[config.mk]
export PLATFORM = sky130hd
export DESIGN_NAME = ex_mem
export DESIGN_NICKNAME = d
export VERILOG_FILES = /design/src/rtl/ex_mem_pkg.sv /design/src/rtl/ex_mem_pipe_field_reg.sv /design/src/rtl/ex_mem.sv
export SDC_FILE = /design/constraint.sdc
export NUM_CORES = 1
export LEC_CHECK = 0
export CORE_AREA = 2 2 268 270
export DETAILED_ROUTE_END_ITERATION = 16
export DIE_AREA = 0 0 270 272
export DONT_BUFFER_PORTS = 1
export GPL_TIMING_DRIVEN = 0
export HOLD_SLACK_MARGIN = 0.15
export SLEW_MARGIN = 20
export SYNTH_ARGS = -nofsm -noshare
export SYNTH_HDL_FRONTEND = slang
export SYNTH_SLANG_ARGS = --single-unit
[constraint.sdc]
create_clock -name clk -period 2.01 [get_ports clk]
set_input_delay 0.603 -clock clk [delete_from_list [all_inputs] [get_ports clk]]
set_output_delay 0.603 -clock clk [all_outputs]
set_load 0.05 [all_outputs]
[src/rtl/ex_mem_pkg.sv]
// Shared constants and field-select helper for the EX/MEM pipeline register.
package ex_mem_pkg;

  localparam logic       RST_ENABLE   = 1'b0;
  localparam logic [7:0] EXE_NOP_OP   = 8'b0000_0000;
  localparam logic [4:0] NOP_REG_ADDR = 5'b00000;

  typedef enum logic [1:0] {
    SEL_LOAD   = 2'd0,
    SEL_HOLD   = 2'd1,
    SEL_BUBBLE = 2'd2,
    SEL_FLUSH  = 2'd3
  } field_sel_e;

  // stall[2] is EX, stall[3] is MEM; flush beats every stall combination.
  // MEM stalled with EX running cannot come from the controller and falls to load.
  function automatic field_sel_e stage_sel(input logic flush, input logic [4:0] stall);
    if (flush)                return SEL_FLUSH;
    if (stall[2] && !stall[3]) return SEL_BUBBLE;
    if (!stall[2])            return SEL_LOAD;
    return SEL_HOLD;
  endfunction

endpackage

[src/rtl/ex_mem_pipe_field_reg.sv]
// One group of EX/MEM fields: reset/clear to a per-group NOP value, load, or hold.
module pipe_field_reg
  import ex_mem_pkg::*;
#(
  parameter int           W       = 1,
  parameter logic [W-1:0] NOP_VAL = '0
) (
  input  logic         clk,
  input  logic         rst,
  input  logic [1:0]   sel,
  input  logic [W-1:0] d,
  output logic [W-1:0] q
);

  always_ff @(posedge clk) begin
    if (rst == RST_ENABLE) begin
      q <= NOP_VAL;
    end else begin
      case (sel)
        SEL_LOAD:              q <= d;
        SEL_BUBBLE, SEL_FLUSH: q <= NOP_VAL;
        default:               q <= q;
      endcase
    end
  end

endmodule

[src/rtl/ex_mem.sv]
// EX/MEM pipeline register with bubble/hold handling and the madd/msub carry path.
module ex_mem
  import ex_mem_pkg::*;
#(
  parameter int REG_W   = 32,
  parameter int ADDR_W  = 5,
  parameter int ALUOP_W = 8
) (
  input  logic                 clk,
  input  logic                 rst,
  input  logic [4:0]           stall,
  input  logic                 flush,
  input  logic [ADDR_W-1:0]    ex_wd,
  input  logic                 ex_wreg,
  input  logic [REG_W-1:0]     ex_wdata,
  input  logic                 ex_whilo,
  input  logic [REG_W-1:0]     ex_hi,
  input  logic [REG_W-1:0]     ex_lo,
  input  logic [ALUOP_W-1:0]   ex_aluop,
  input  logic [REG_W-1:0]     ex_mem_addr,
  input  logic [REG_W-1:0]     ex_reg2,
  input  logic                 ex_cp0_reg_we,
  input  logic [4:0]           ex_cp0_reg_waddr,
  input  logic [REG_W-1:0]     ex_cp0_reg_data,
  input  logic [31:0]          ex_excepttype,
  input  logic                 ex_is_in_delayslot,
  input  logic [REG_W-1:0]     ex_current_inst_address,
  input  logic [2*REG_W-1:0]   hilo_i,
  input  logic [1:0]           cnt_i,
  output logic [ADDR_W-1:0]    mem_wd,
  output logic                 mem_wreg,
  output logic [REG_W-1:0]     mem_wdata,
  output logic                 mem_whilo,
  output logic [REG_W-1:0]     mem_hi,
  output logic [REG_W-1:0]     mem_lo,
  output logic [ALUOP_W-1:0]   mem_aluop,
  output logic [REG_W-1:0]     mem_mem_addr,
  output logic [REG_W-1:0]     mem_reg2,
  output logic                 mem_cp0_reg_we,
  output logic [4:0]           mem_cp0_reg_waddr,
  output logic [REG_W-1:0]     mem_cp0_reg_data,
  output logic [31:0]          mem_excepttype,
  output logic                 mem_is_in_delayslot,
  output logic [REG_W-1:0]     mem_current_inst_address,
  output logic [2*REG_W-1:0]   hilo_o,
  output logic [1:0]           cnt_o
);

  localparam int WB_W  = ADDR_W + 1 + REG_W;
  localparam int HL_W  = 1 + 2*REG_W;
  localparam int LS_W  = ALUOP_W + 2*REG_W;
  localparam int CP0_W = 1 + 5 + REG_W;
  localparam int EXC_W = 32 + 1 + REG_W;

  field_sel_e sel;
  assign sel = stage_sel(flush, stall);

  // Only EX/MEM stall bits steer this stage.
  logic unused_stall;
  assign unused_stall = ^{stall[4], stall[1:0]};

  pipe_field_reg #(.W(WB_W), .NOP_VAL({ADDR_W'(NOP_REG_ADDR), {(1+REG_W){1'b0}}})) u_wb (
    .clk(clk), .rst(rst), .sel(sel),
    .d({ex_wd, ex_wreg, ex_wdata}),
    .q({mem_wd, mem_wreg, mem_wdata})
  );

  pipe_field_reg #(.W(HL_W), .NOP_VAL('0)) u_hilo (
    .clk(clk), .rst(rst), .sel(sel),
    .d({ex_whilo, ex_hi, ex_lo}),
    .q({mem_whilo, mem_hi, mem_lo})
  );

  pipe_field_reg #(.W(LS_W), .NOP_VAL({ALUOP_W'(EXE_NOP_OP), {(2*REG_W){1'b0}}})) u_ls (
    .clk(clk), .rst(rst), .sel(sel),
    .d({ex_aluop, ex_mem_addr, ex_reg2}),
    .q({mem_aluop, mem_mem_addr, mem_reg2})
  );

  pipe_field_reg #(.W(CP0_W), .NOP_VAL('0)) u_cp0 (
    .clk(clk), .rst(rst), .sel(sel),
    .d({ex_cp0_reg_we, ex_cp0_reg_waddr, ex_cp0_reg_data}),
    .q({mem_cp0_reg_we, mem_cp0_reg_waddr, mem_cp0_reg_data})
  );

  pipe_field_reg #(.W(EXC_W), .NOP_VAL('0)) u_exc (
    .clk(clk), .rst(rst), .sel(sel),
    .d({ex_excepttype, ex_is_in_delayslot, ex_current_inst_address}),
    .q({mem_excepttype, mem_is_in_delayslot, mem_current_inst_address})
  );

  // The madd/msub carry survives a bubble (EX stalled, MEM moving) and is
  // cleared on advance, so EX sees it exactly in its second cycle.
  always_ff @(posedge clk) begin
    if (rst == RST_ENABLE) begin
      hilo_o <= '0;
      cnt_o  <= '0;
    end else begin
      case (sel)
        SEL_BUBBLE: begin
          hilo_o <= hilo_i;
          cnt_o  <= cnt_i;
        end
        SEL_HOLD: begin
          hilo_o <= hilo_o;
          cnt_o  <= cnt_o;
        end
        default: begin
          hilo_o <= '0;
          cnt_o  <= '0;
        end
      endcase
    end
  end

endmodule

Word level (Yosys, flattened, before mapping)
Index checks and enable logic that the tools add are counted.
{"block": "op_classes", "n_mux": 19, "shift": 0, "eq_ne": 3, "n_reduce_logical": 5, "multipliers": 0, "n_addsub": 0, "magnitude_cmp": 0, "div": 0, "bitwise_logic": 0}
{"operator": "$pmux W65 S2", "n": 2}
{"operator": "$pmux W38 S2", "n": 2}
{"operator": "$pmux W72 S2", "n": 1}
{"operator": "$pmux W64 S2", "n": 1}
{"operator": "$mux W2", "n": 6}
{"operator": "$mux W1", "n": 6}
{"operator": "$eq A2 B2 Y1 const B", "n": 2}
{"operator": "$pmux W2 S2", "n": 1}
{"operator": "$eq A2 B1 Y1 const B", "n": 1}
{"operator": "$logic_not A2 Y1", "n": 1}
{"operator": "$reduce_bool A2 Y1", "n": 1}
{"operator": "$reduce_or A2 Y1", "n": 1}
{"operator": "$logic_and A1 B1 Y1", "n": 1}
{"operator": "$logic_not A1 Y1", "n": 1}
{"block": "word_totals", "input_bits": 352, "latch_bits": 0, "mem_count": 0, "ram_bits": 0, "ff_bits": 344, "word_cells": 34, "rom_bits": 0}

Longest topological paths before layout
Gate-level depths: netlist of run 1.
{"block": "logic_depth", "word_depth": 12, "depth_mapped": 6, "ltp_nobuf": 2}

Hierarchy
A second synthesis of run 1 with hierarchy kept.
{"block": "hier_totals", "hier_cells": 1116, "hier_area_um2": 12435.7}
{"module": "pipe_field_reg (u_exc ...)", "area_per_inst_um2": 2354.8, "seq_area_each_um2": 1301.2, "cells_per_inst": 210, "n_inst": 2}
{"module": "pipe_field_reg (u_cp0 ...)", "area_per_inst_um2": 1367.6, "seq_area_each_um2": 760.7, "cells_per_inst": 123, "n_inst": 2}
{"module": "pipe_field_reg (u_ls)", "area_per_inst_um2": 2595.0, "seq_area_each_um2": 1441.4, "cells_per_inst": 233, "n_inst": 1}
{"module": "ex_mem", "area_per_inst_um2": 2396.0, "seq_area_each_um2": 1321.3, "cells_per_inst": 217, "n_inst": 1}

Worst setup path after synthesis of run 1
OpenSTA, ideal clock, no wires.
{"block": "synth_path", "path_type": "input -> register", "from": "input port flush", "to": "register u_cp0.q[16]", "cell_stages": 5, "path_slack_ns": 0.568, "t_arrival_ns": 1.309, "path_cell_list": "nand2b_1 buf_2 buf_2 clkbuf_1 a21oi_1"}
{"block": "synth_between", "elab_chain_len": 5, "word_cells_on_any_way": 8}
{"item": "start: declaration", "line": "ex_mem.sv:12", "source": "input logic flush,"}
{"item": "$mux W1 *", "line": "ex_mem_pkg.sv:18", "source": "if (flush) return SEL_FLUSH;"}
{"item": "$mux W2 *", "line": "ex_mem_pkg.sv:19", "source": "if (stall[2] && !stall[3]) return SEL_BUBBLE;"}
{"item": "$eq A2 B2 Y1", "line": "ex_mem_pipe_field_reg.sv:19", "source": "case (sel)"}
{"item": "$reduce_or A2 Y1", "line": "ex_mem_pipe_field_reg.sv:19"}
{"item": "$pmux W38 S2 / $reduce_bool A2 Y1 (equally long branches)"}
{"item": "end signal: assignment", "line": "ex_mem_pipe_field_reg.sv:22", "source": "default: q <= q;"}
{"item": "end: declaration", "line": "ex_mem_pipe_field_reg.sv:12", "source": "output logic [W-1:0] q"}
Mark *: on every way between the ends. The rest lies on a longest branch, timed or not.
A chain may end at the register's enable or synchronous reset.

Worst setup path in the final report of run 1
{"block": "layout_path", "from": "register u_exc.q[55]", "to": "output port mem_excepttype[22]"}
{"item": "start: declaration", "line": "ex_mem_pipe_field_reg.sv:12"}
{"item": "start signal: assignment", "line": "ex_mem_pipe_field_reg.sv:22"}
{"item": "end: declaration", "line": "ex_mem.sv:42", "source": "output logic [31:0] mem_excepttype,"}
No word-level cell between the ends.

==> results by group, run 1 <==
Run status
  – Status: finished, final reports clean

Clocking
  – CTS tree: done
  – Root buf cell: clkbuf_16
  – CTS Sinks: 344
  – Worst-path clk slew: 0.06 ns
  – CTS Buffer Depth: 3
  – Postcts setup bufs: 0
  – Number of H-tree levels: 2
  – Total CTS buffers: 38
  – Worst-skew pair later-pin latency: 0.54 ns
  – Post-cts resize count: 3
  – Post-CTS Hold Buffers: 0

Power
  – Int Pwr: 0.0116 W
  – Clock network fraction of design power: 44.7%
  – Comb pwr share: 6.4%
  – Net Switching: approximately 0.0044 W
  – Switching Fraction: 27.4%
  – Maximum vdd drop: roughly 0.00077 V
  – Power density cells: 1030 nW/um2
  – Sequential group share of total power: 49.0%
  – Leak: 5.33 nW

Timing
  – Crit share post-route: 95.8%
  – Unrepaired setup endpoints after global routing: no
  – Final Hold Fails: 0
  – Actual slew at the worst max-slew pin: roughly 0.91 ns
  – Rel. slew slack: 39.4%
  – Final Setup Violations: 0
  – FMAX: 519 MHz
  – Final TNS setup: 0 ns
  – Final slew viol count: 0
  – Final worst path period need: 1.93 ns
  – Final Skew: 0 ns

Synthesis
  – Mapped Cells: 1,450
  – Syn nets: 1,802
  – Mapped cell area: 13,000 um2
  – Yosys warnings: 0
  – Yosys top cell area share: 52.8%
  – Library cells used by synthesis: 11
  – Synth top area cells: dfxtp_1, nand2b_1, a21oi_1, nand3_1, mux2i_1
  – Register area share after synthesis: 52.8%
  – Synth area leader: dfxtp_1
  – Post-synthesis register bit count: about 340
  – Mapped Avg Cell Area: between 8 and 9 um2

Drt
  – Vias/cell: 4.34
  – Vias: 10,763
  – Post-DR wirelength/cell: roughly 21 um
  – Pre-antenna DRT Iters: 5
  – Detailed Route WL: approximately 52,000 um
  – Initial drt markers: 600
  – ANT nets after route: 0
  – DR DRC count: 0

Critical path
  – Endpoint class of the critical path: output pin
  – Critical setup path kind: flop to output pin
  – Critical-path maximum fanout: 2
  – Crit path required time: 1.41 ns
  – WP depth: 0
  – Worst EP arrival: 1.32 ns
  – CP startpoint kind: flop
  – Depth of the worst register-to-register path: 2

Global routing
  – Antenna violations before repair: 11
  – Global-route wire length before repair: 73,200 um
  – Grt total ovfl: 0
  – Pin count of the biggest net entering global routing: 15
  – Vias in the first global route: approximately 10,000
  – Gr usage total: 13.3%

Die
  – Chip Width: 270 um
  – Die Height: 272 um
  – Core area: 70,800 um2
  – Initial core utilization: 18.4%
  – Die Area: 73,400 um2
  – I/O pins: 696
  – Row count: 98

Finish
  – Share of cells above drive strength 1: under 10%
  – Filler cell count: 7,854
  – Register area: 6890 um2
  – Area of the multi-input gates: 5440 um2
  – P&R area growth vs syn: 19.1%
  – Core Util, Final: 21.9%
  – Final instance area: 15,500 um2
  – Nets: about 1,800

Worst hold path
  – Hold Crit Depth: 2
  – Hold WC Path Type: primary input to flop

Place
  – Placer Congestion: 0.964
  – Port Buffers: 0
  – Post-DP HPWL: 41,300 um
  – Post-DP Area: ~14,000 um2

Flow run
  – Number of max-cap violations: 0
==> cell families (layout without fill, tap and decap cells) <==
group                  Yosys count  count (layout)  synth area share [%]
and+or+nand+nor                624             624                  26.0
DFF                            344             344                  52.8
AOI/OAI and AO/OA              278             278                  10.7
buffers and inverters          138             207                  5.38
muxes                           66              66                  5.07
other                            0              10                     0
==> power groups by stage <==
stage,combinational (W),clock [W],sequential [W]
detailed placement,0.00103,0,0.00798
floorplan,0.000725,0,0.00789
global route,0.00113,0.00756,0.00784
finish,0.00102,0.00714,0.00783
global placement,0.00102,0,0.00798
CTS,0.00103,0.00731,0.00783
==> cell type report <==
cell class                 instances  area share [%]
antenna                           10           0.161
multi-input combinational        968            35.1
clock inverter                    12           0.766
buffer                           138            4.51
tap                              950            7.66
clock buffer                      57            7.45
sequential                       344            44.4
==> metal layers <==
metal  vias up  routed length [um]  GRT usage, %
li1       5014                   -             -
met1      5088               19400          14.0
met2       556               24700          22.4
met3       101                5560          6.08
met4         4                2350          6.61
met5         -                  26             0
==> flip-flops by register name, indices dropped and copies added (netlist names) <==
signal	count
u_wb.q	38
cnt_o	2
u_cp0.q	38
u_exc.q	65
u_hilo.q	65
u_ls.q	72
hilo_o	64
==> worst paths after layout <==
path | startpoint | slack [ns] | end
max reg2reg | u_exc.q[56] | 0.83 | u_exc.q[56]
min | ex_cp0_reg_data[2] | 0.20 | u_cp0.q[2]
min reg2reg | u_wb.q[34] | 0.65 | u_wb.q[34]
max | u_exc.q[55] | 0.08 | mem_excepttype[22]
==> layout by cell type, fill, tap and decap left out, types with 7 or more instances in the layout <==
master and instances:
nand3_1 278, nand2b_1 279, clkbuf_16 41, mux2i_1 66
clkbuf_8 7, clkbuf_1 62, buf_2 59, dfxtp_1 341
clkinv_2 7, buf_4 23, nor2_1 66, diode_2 10
a21oi_1 278
==> Yosys cell counts <==
cell and n:
nand3_1 278, buf_4 23, nor2_1 66, buf_2 59, buf_6 3, clkbuf_1 53, dfxtp_1 344, nand2b_1 279
a21oi_1 278, nand3b_1 1, mux2i_1 66
==> through the flow <==
step | cells | hold slack (ns) | setup slack, ns | total power [W]
6_report | 2479 | 0.201 | 0.0842 | 0.0160
5_1_grt | 2474 | 0.164 | 0.0144 | 0.0165
4_1_cts | 2469 | 0.154 | 0.0169 | 0.0162
3_5_place_dp | 2400 | 0.706 | -0.554 | 0.00901
3_3_place_gp | 2400 | 0.701 | -0.540 | 0.00900
2_1_floorplan | 1450 | 0.691 | 0.568 | 0.00862
Power figures use the tool's default switching activity.
==> inputs of run 2 (changes only) <==
- SLEW_MARGIN: 20 -> not set
- clock period: 2.01 -> 2.35 ns (I/O delays scaled with it)
==> run 2 against run 1 <==
Effect of this change: global-route usage is the same; largest cell class unchanged; utilization hardly changed; clock-buffer cell count did not move; final area about the same; total power is 14% lower; worst hold slack better by 0.10 ns; clock skew did not move; critical path depth unchanged; cell count stayed put; largest power group unchanged; highest routed layer unchanged; combinational power down 15%.
==> results by group, run 2 (same netlist as run 1, synthesis figures left out) <==
Die
  – Chip Width: 270 um (unchanged)
  – Die Height: 272 um (unchanged)
  – Initial core utilization: 18.4% (unchanged)
  – Row count: 98 (unchanged)
  – I/O pins: 696 (unchanged)
  – Die Area: 73,400 um2 (unchanged)
  – Core area: 70,800 um2 (unchanged)

Clocking
  – Post-CTS Hold Buffers: 0 (unchanged)
  – Worst-skew pair later-pin latency: 0.54 ns (about the same)
  – Post-cts resize count: 0 (-3)
  – Total CTS buffers: 38 (unchanged)
  – CTS tree: done
  – Worst-path clk slew: 0.06 ns (about the same)
  – CTS Buffer Depth: 3 (unchanged)
  – CTS Sinks: 344 (unchanged)
  – Number of H-tree levels: 2 (unchanged)
  – Postcts setup bufs: 0 (unchanged)
  – Root buf cell: clkbuf_16

Global routing
  – Gr usage total: 13.3% (unchanged)
  – Pin count of the biggest net entering global routing: 15 (unchanged)
  – Antenna violations before repair: 11 (unchanged)
  – Grt total ovfl: 0 (unchanged)
  – Vias in the first global route: 10,491 (unchanged)
  – Global-route wire length before repair: 73,200 um (unchanged)

Drt
  – DR DRC count: 0 (unchanged)
  – Detailed Route WL: 52,100 um (unchanged)
  – Post-DR wirelength/cell: 21.0 um (unchanged)
  – Vias/cell: 4.34 (unchanged)
  – Pre-antenna DRT Iters: 5 (unchanged)
  – ANT nets after route: 0 (unchanged)
  – Vias: 10,763 (unchanged)
  – Initial drt markers: 600 (unchanged)

Place
  – Port Buffers: 0 (unchanged)
  – Post-DP HPWL: 41,300 um (unchanged)
  – Placer Congestion: 0.964 (unchanged)
  – Pre-CTS setup slack: -0.316 ns (+0.238 ns)
  – Placed Cells: 2,400 (unchanged)

Finish
  – Register area: 6890 um2 (about the same)
  – Largest reg by FF count: u_ls.q
  – Core Util, Final: 21.9% (about the same)
  – Filler cell count: 7,857 (+0.038%)
  – Nets: 1,842 (unchanged)
  – Share of cells above drive strength 1: 9.55% (-0.20 points)
  – Area of the multi-input gates: 5440 um2 (unchanged)
  – Commonest non-fill, non-tap cells in the layout: dfxtp_1, nand2b_1, nand3_1, a21oi_1
  – Fin cells: 2,479 (unchanged)
  – Most common cell after layout, fill and taps aside: dfxtp_1
  – Largest register FFs: 72 (unchanged)
  – P&R area growth vs syn: 19.1% (about the same)
  – Biggest regs: u_ls.q (72), u_exc.q (65), u_hilo.q (65)

Timing
  – Final slew viol count: 0 (unchanged)
  – FMAX: 471 MHz
  – Unrepaired setup endpoints after global routing: no
  – Final setup margin: 0.227 ns (+0.143 ns)
  – Final Setup Violations: 0 (unchanged)
  – Final worst path period need: 2.12 ns
  – Rel. slew slack: 39.4% (unchanged)
  – Actual slew at the worst max-slew pin: 0.909 ns (unchanged)
  – Final Skew: 0 ns (unchanged)
  – Crit share post-route: 90.3%
  – Final Hold Fails: 0 (unchanged)
  – WHS: 0.304 ns (+0.103 ns)

Critical path
  – R2R setup slack: 1.09 ns (+0.26 ns)
  – Worst EP arrival: 1.42 ns (+0.10 ns)
  – Crit path required time: 1.64 ns (+0.23 ns)
  – Launch point of the worst path: u_cp0.q[2]
  – Reg2Reg Capture Point: u_cp0.q[2]
  – Crit path capture: mem_cp0_reg_data[2]
  – CP startpoint kind: flop
  – Critical setup path kind: flop to output pin
  – Reg-to-Reg Start: u_cp0.q[2]
  – WP depth: 0 (unchanged)
  – Depth of the worst register-to-register path: 2 (unchanged)
  – Endpoint class of the critical path: output pin
  – Critical-path maximum fanout: 2 (unchanged)

Run status
  – Status: finished, final reports clean

Flow run
  – Number of max-cap violations: 0 (unchanged)

Power
  – Switching Fraction: 27.4% (about the same)
  – Power density cells: 881 nW/um2 (-14%)
  – Clock network fraction of design power: 44.7% (about the same)
  – Maximum vdd drop: 0.000656 V (-14%)
  – Leak: 5.32 nW (about the same)
  – Comb pwr share: 6.4% (about the same)
  – Net Switching: 0.00375 W (-14%)
  – Int Pwr: 0.00993 W (-14%)
  – Sequential group share of total power: 49.0% (about the same)

Worst hold path
  – Hold WC Path Type: primary input to flop
-- run 2: cell counts in the layout (fill, tap and decap cells not counted) --
Identical to the previous run, type by type.
-- run 2: metal layers --
layer	global-route usage [%]	up-vias	routed length, um	share of wire, %
met5	0	-	26	0.050
met4	6.61	4	2350	4.5
met3	6.08	101	5560	11
met2	22.4	556	24700	47
met1	14.0	5088	19400	37
li1	-	5014	-	-
-- run 2: area by class of cell --
type | count | area share [%]
Buffer | 138 | 4.51
Clock buffer | 57 | 7.45
Clock inverter | 12 | 0.766
Antenna cell | 10 | 0.161
Sequential cell | 344 | 44.4
Multi-Input combinational cell | 968 | 35.1
Tap cell | 950 | 7.66
-- run 2: worst min-delay path by stage --
| stage | startpoint | cells past startpoint | slack [ns] | endpoint |
|---|---|---|---|---|
| floorplan | u_cp0.q[0] | 2 | 0.69 | u_cp0.q[0] |
| global placement | u_hilo.q[4] | 2 | 0.70 | u_hilo.q[4] |
| detailed placement | u_exc.q[44] | 2 | 0.71 | u_exc.q[44] |
| CTS | ex_mem_addr[21] | 2 | 0.26 | u_ls.q[53] |
| global route | ex_mem_addr[25] | 2 | 0.27 | u_ls.q[57] |
| finish | ex_mem_addr[27] | 2 | 0.30 | u_ls.q[59] |
-- run 2: metrics by stage --
step	power (W)	TNS [ns]	cell area, um2
5_1_grt	0.0141	0	15500
4_1_cts	0.0138	0	15500
3_5_place_dp	0.00771	-1.72	14200
2_1_floorplan	0.00737	0	13000
3_3_place_gp	0.00770	-1.52	14200
6_report	0.0137	0	15500
-- run 2: power by group through the flow --
stage	clock (W)	sequential [W]	combinational, W
after floorplan	0	0.00675	0.000620
after global placement	0	0.00683	0.000870
after detailed placement	0	0.00683	0.000879
after CTS	0.00625	0.00670	0.000882
after global routing	0.00647	0.00671	0.000967
final	0.00611	0.00670	0.000871
==> inputs of run 3 (changes only) <==
- DONT_BUFFER_PORTS: 1 -> not set
==> run 3 against run 2 <==
Effect of this change: worst setup slack got worse by 0.17 ns; final area increased by 42%; utilization up 9.3 points.
==> results by group, run 3 (same netlist as run 1, synthesis figures left out) <==
Run status
  – Status: finished, final reports clean

Finish
  – Nets: 2,534 (+38%)
  – Share of cells above drive strength 1: 6.87% (-2.7 points)
  – Biggest regs: u_ls.q (72), u_exc.q (65), u_hilo.q (65)
  – Largest register FFs: 72 (unchanged)
  – Most common cell after layout, fill and taps aside: clkdlybuf4s50_1
  – Commonest non-fill, non-tap cells in the layout: clkdlybuf4s50_1, dfxtp_1, dlygate4sd2_1
  – Largest reg by FF count: u_ls.q
  – Fin cells: 3,171 (+28%)
  – P&R area growth vs syn: 69.6%
  – Core Util, Final: 31.2% (+9.3 points)
  – Filler cell count: 7,654 (-2.6%)

Die
  – I/O pins: 696 (unchanged)
  – Die Height: 272 um (unchanged)
  – Initial core utilization: 18.4% (unchanged)
  – Core area: 70,800 um2 (unchanged)
  – Die Area: 73,400 um2 (unchanged)
  – Row count: 98 (unchanged)
  – Chip Width: 270 um (unchanged)

Clocking
  – Root buf cell: clkbuf_16
  – CTS tree: done
  – Worst-path clk slew: 0.06 ns (about the same)
  – Total CTS buffers: 41 (+7.9%)
  – CTS Buffer Depth: 3 (unchanged)
  – Number of H-tree levels: 2 (unchanged)
  – CTS Sinks: 344 (unchanged)
  – Worst-skew pair later-pin latency: 0.54 ns (about the same)

Power
  – Maximum vdd drop: 0.000429 V (-35%)
  – Power density cells: 677 nW/um2 (-23%)
  – Int Pwr: 0.0109 W (+10%)
  – Net Switching: 0.00401 W (+7.2%)
  – Leak: 9.45 nW (+77%)
  – Sequential group share of total power: 40.6% (-8.4 points)
  – Clock network fraction of design power: 44.3% (-0.4 points)
  – Comb pwr share: 15.1% (+8.7 points)
  – Switching Fraction: 26.8% (-0.56 points)

Timing
  – Final Hold Fails: 0 (unchanged)
  – Actual slew at the worst max-slew pin: 0.915 ns (+0.00612 ns)
  – Final Skew: 0 ns (unchanged)
  – Unrepaired setup endpoints after global routing: no
  – Final Setup Violations: 0 (unchanged)
  – Final slew viol count: 0 (unchanged)
  – FMAX: 436 MHz (-7.5%)
  – Rel. slew slack: 39.0% (-0.41 points)
  – Final worst path period need: 2.29 ns (+0.171 ns)
  – Crit share post-route: 97.6% (+7.3 points)

Critical path
  – Critical-path cell list: dlygate4sd2_1
  – CP max stage cell: dlygate4sd2_1
  – Crit path required time: 1.64 ns (about the same)
  – CP startpoint kind: flop
  – Launch point of the worst path: u_exc.q[55]
  – Critical-path maximum fanout: 2 (unchanged)
  – Max incr delay on CP: 0.57 ns
  – Worst EP arrival: 1.59 ns (+0.17 ns)
  – Critical setup path kind: flop to output pin
  – Reg-to-Reg Start: u_exc.q[55]
  – Endpoint class of the critical path: output pin
  – Delay-heaviest family, CP: buffers and inverters
  – Worst path bufs/invs: 1

Global routing
  – Pin count of the biggest net entering global routing: 20 (+5)
  – Gr usage total: 15.5% (+2.2 points)
  – Antenna violations before repair: 7 (-4)
  – GRT met1 Usage: 17.5% (+3.4 points)
  – Vias in the first global route: 13,179 (+26%)
  – Busiest grt layer: met2
  – Global-route wire length before repair: 86,600 um (+18%)
  – Global-route track usage on met3: 6.33% (+0.25 points)
  – Grt total ovfl: 0 (unchanged)
  – Global Route met2 Usage: 27.1% (+4.8 points)

Drt
  – Post-DR wirelength/cell: 18.6 um (-11%)
  – DR DRC count: 0 (unchanged)
  – Vias: 13,076 (+21%)
  – Pre-antenna DRT Iters: 5 (unchanged)
  – Initial drt markers: 548 (-8.7%)
  – Vias/cell: 4.12 (-5.0%)
  – Detailed Route WL: 59,000 um (+13%)
  – ANT nets after route: 0 (unchanged)

Place
  – Placed Cells: 3,090 (+29%)
  – Port Buffers: 690 (+690)
  – Post-DP HPWL: 45,800 um (+11%)
  – Placer Congestion: 0.838 (-13%)

Worst hold path
  – Hold WC Path Type: flop to flop
  – Min-delay src: u_ls.q[39]

Flow run
  – Number of max-cap violations: 0 (unchanged)
run 3: changes by cell type in the layout (fill, tap and decap cells not counted), moves of 2 or more:
cell / previous run / this run
clkbuf_2: 0 / 2
bufinv_16: 2 / 4
diode_2: 10 / 8
clkdlybuf4s50_1: 0 / 346
dlygate4sd2_1: 0 / 341
clkbuf_16: 41 / 43
run 3: metal layers:
metal	part of all wire (%)	vias to the layer above
met5	0.039	-
met4	2.0	4
met3	9.3	56
met2	49	472
met1	40	6140
li1	-	6404
run 3: final cells by class:
type	instances	area, um2	area share, %
clock inverters	14	176	0.798
diodes	8	20.0	0.0906
multi-input cells	968	5440	24.6
clock buffers	60	1210	5.47
plain buffers	137	698	3.16
well taps	950	1190	5.38
repair buffers	690	6480	29.3
flip-flops and latches	344	6890	31.2
run 3: metrics by stage:
| stage | hold WS, ns | setup slack (ns) | cell area (um2) | total power, W | TNS [ns] |
|---|---|---|---|---|---|
| detailed placement | 0.458 | -0.619 | 21100 | 0.00860 | -82.25 |
| global route | 0.481 | 0.00222 | 22100 | 0.0156 | 0 |
| CTS | 0.463 | 0.0132 | 22100 | 0.0152 | 0 |
| floorplan | 0.691 | 0.806 | 13000 | 0.00737 | 0 |
| finish | 0.461 | 0.0560 | 22100 | 0.0150 | 0 |
| global placement | 0.453 | -0.625 | 21100 | 0.00859 | -82.88 |
run 3: what timing repair did:
action	CTS	global route
resized for setup	347	4
setup buffers	0	0
endpoints found under the setup margin	354	8
hold endpoints to repair	0	0
hold buffers	0	0
run 3: power groups by stage:
stage	Clock [W]	Sequential [W]	Combinational, W
floorplan	0	0.00675	0.000620
finish	0.00663	0.00608	0.00225
global route	0.00709	0.00610	0.00240
CTS	0.00685	0.00608	0.00228
detailed placement	0	0.00621	0.00238
global placement	0	0.00621	0.00238
run 3: path summary, 6_finish.rpt:
kind                   endpoint  slack, ns  cells after the start
min                  u_ls.q[39]       0.46                      2
max          mem_excepttype[22]       0.06                      1
min reg2reg          u_ls.q[39]       0.46                      2
max reg2reg         u_exc.q[55]       1.57                      2
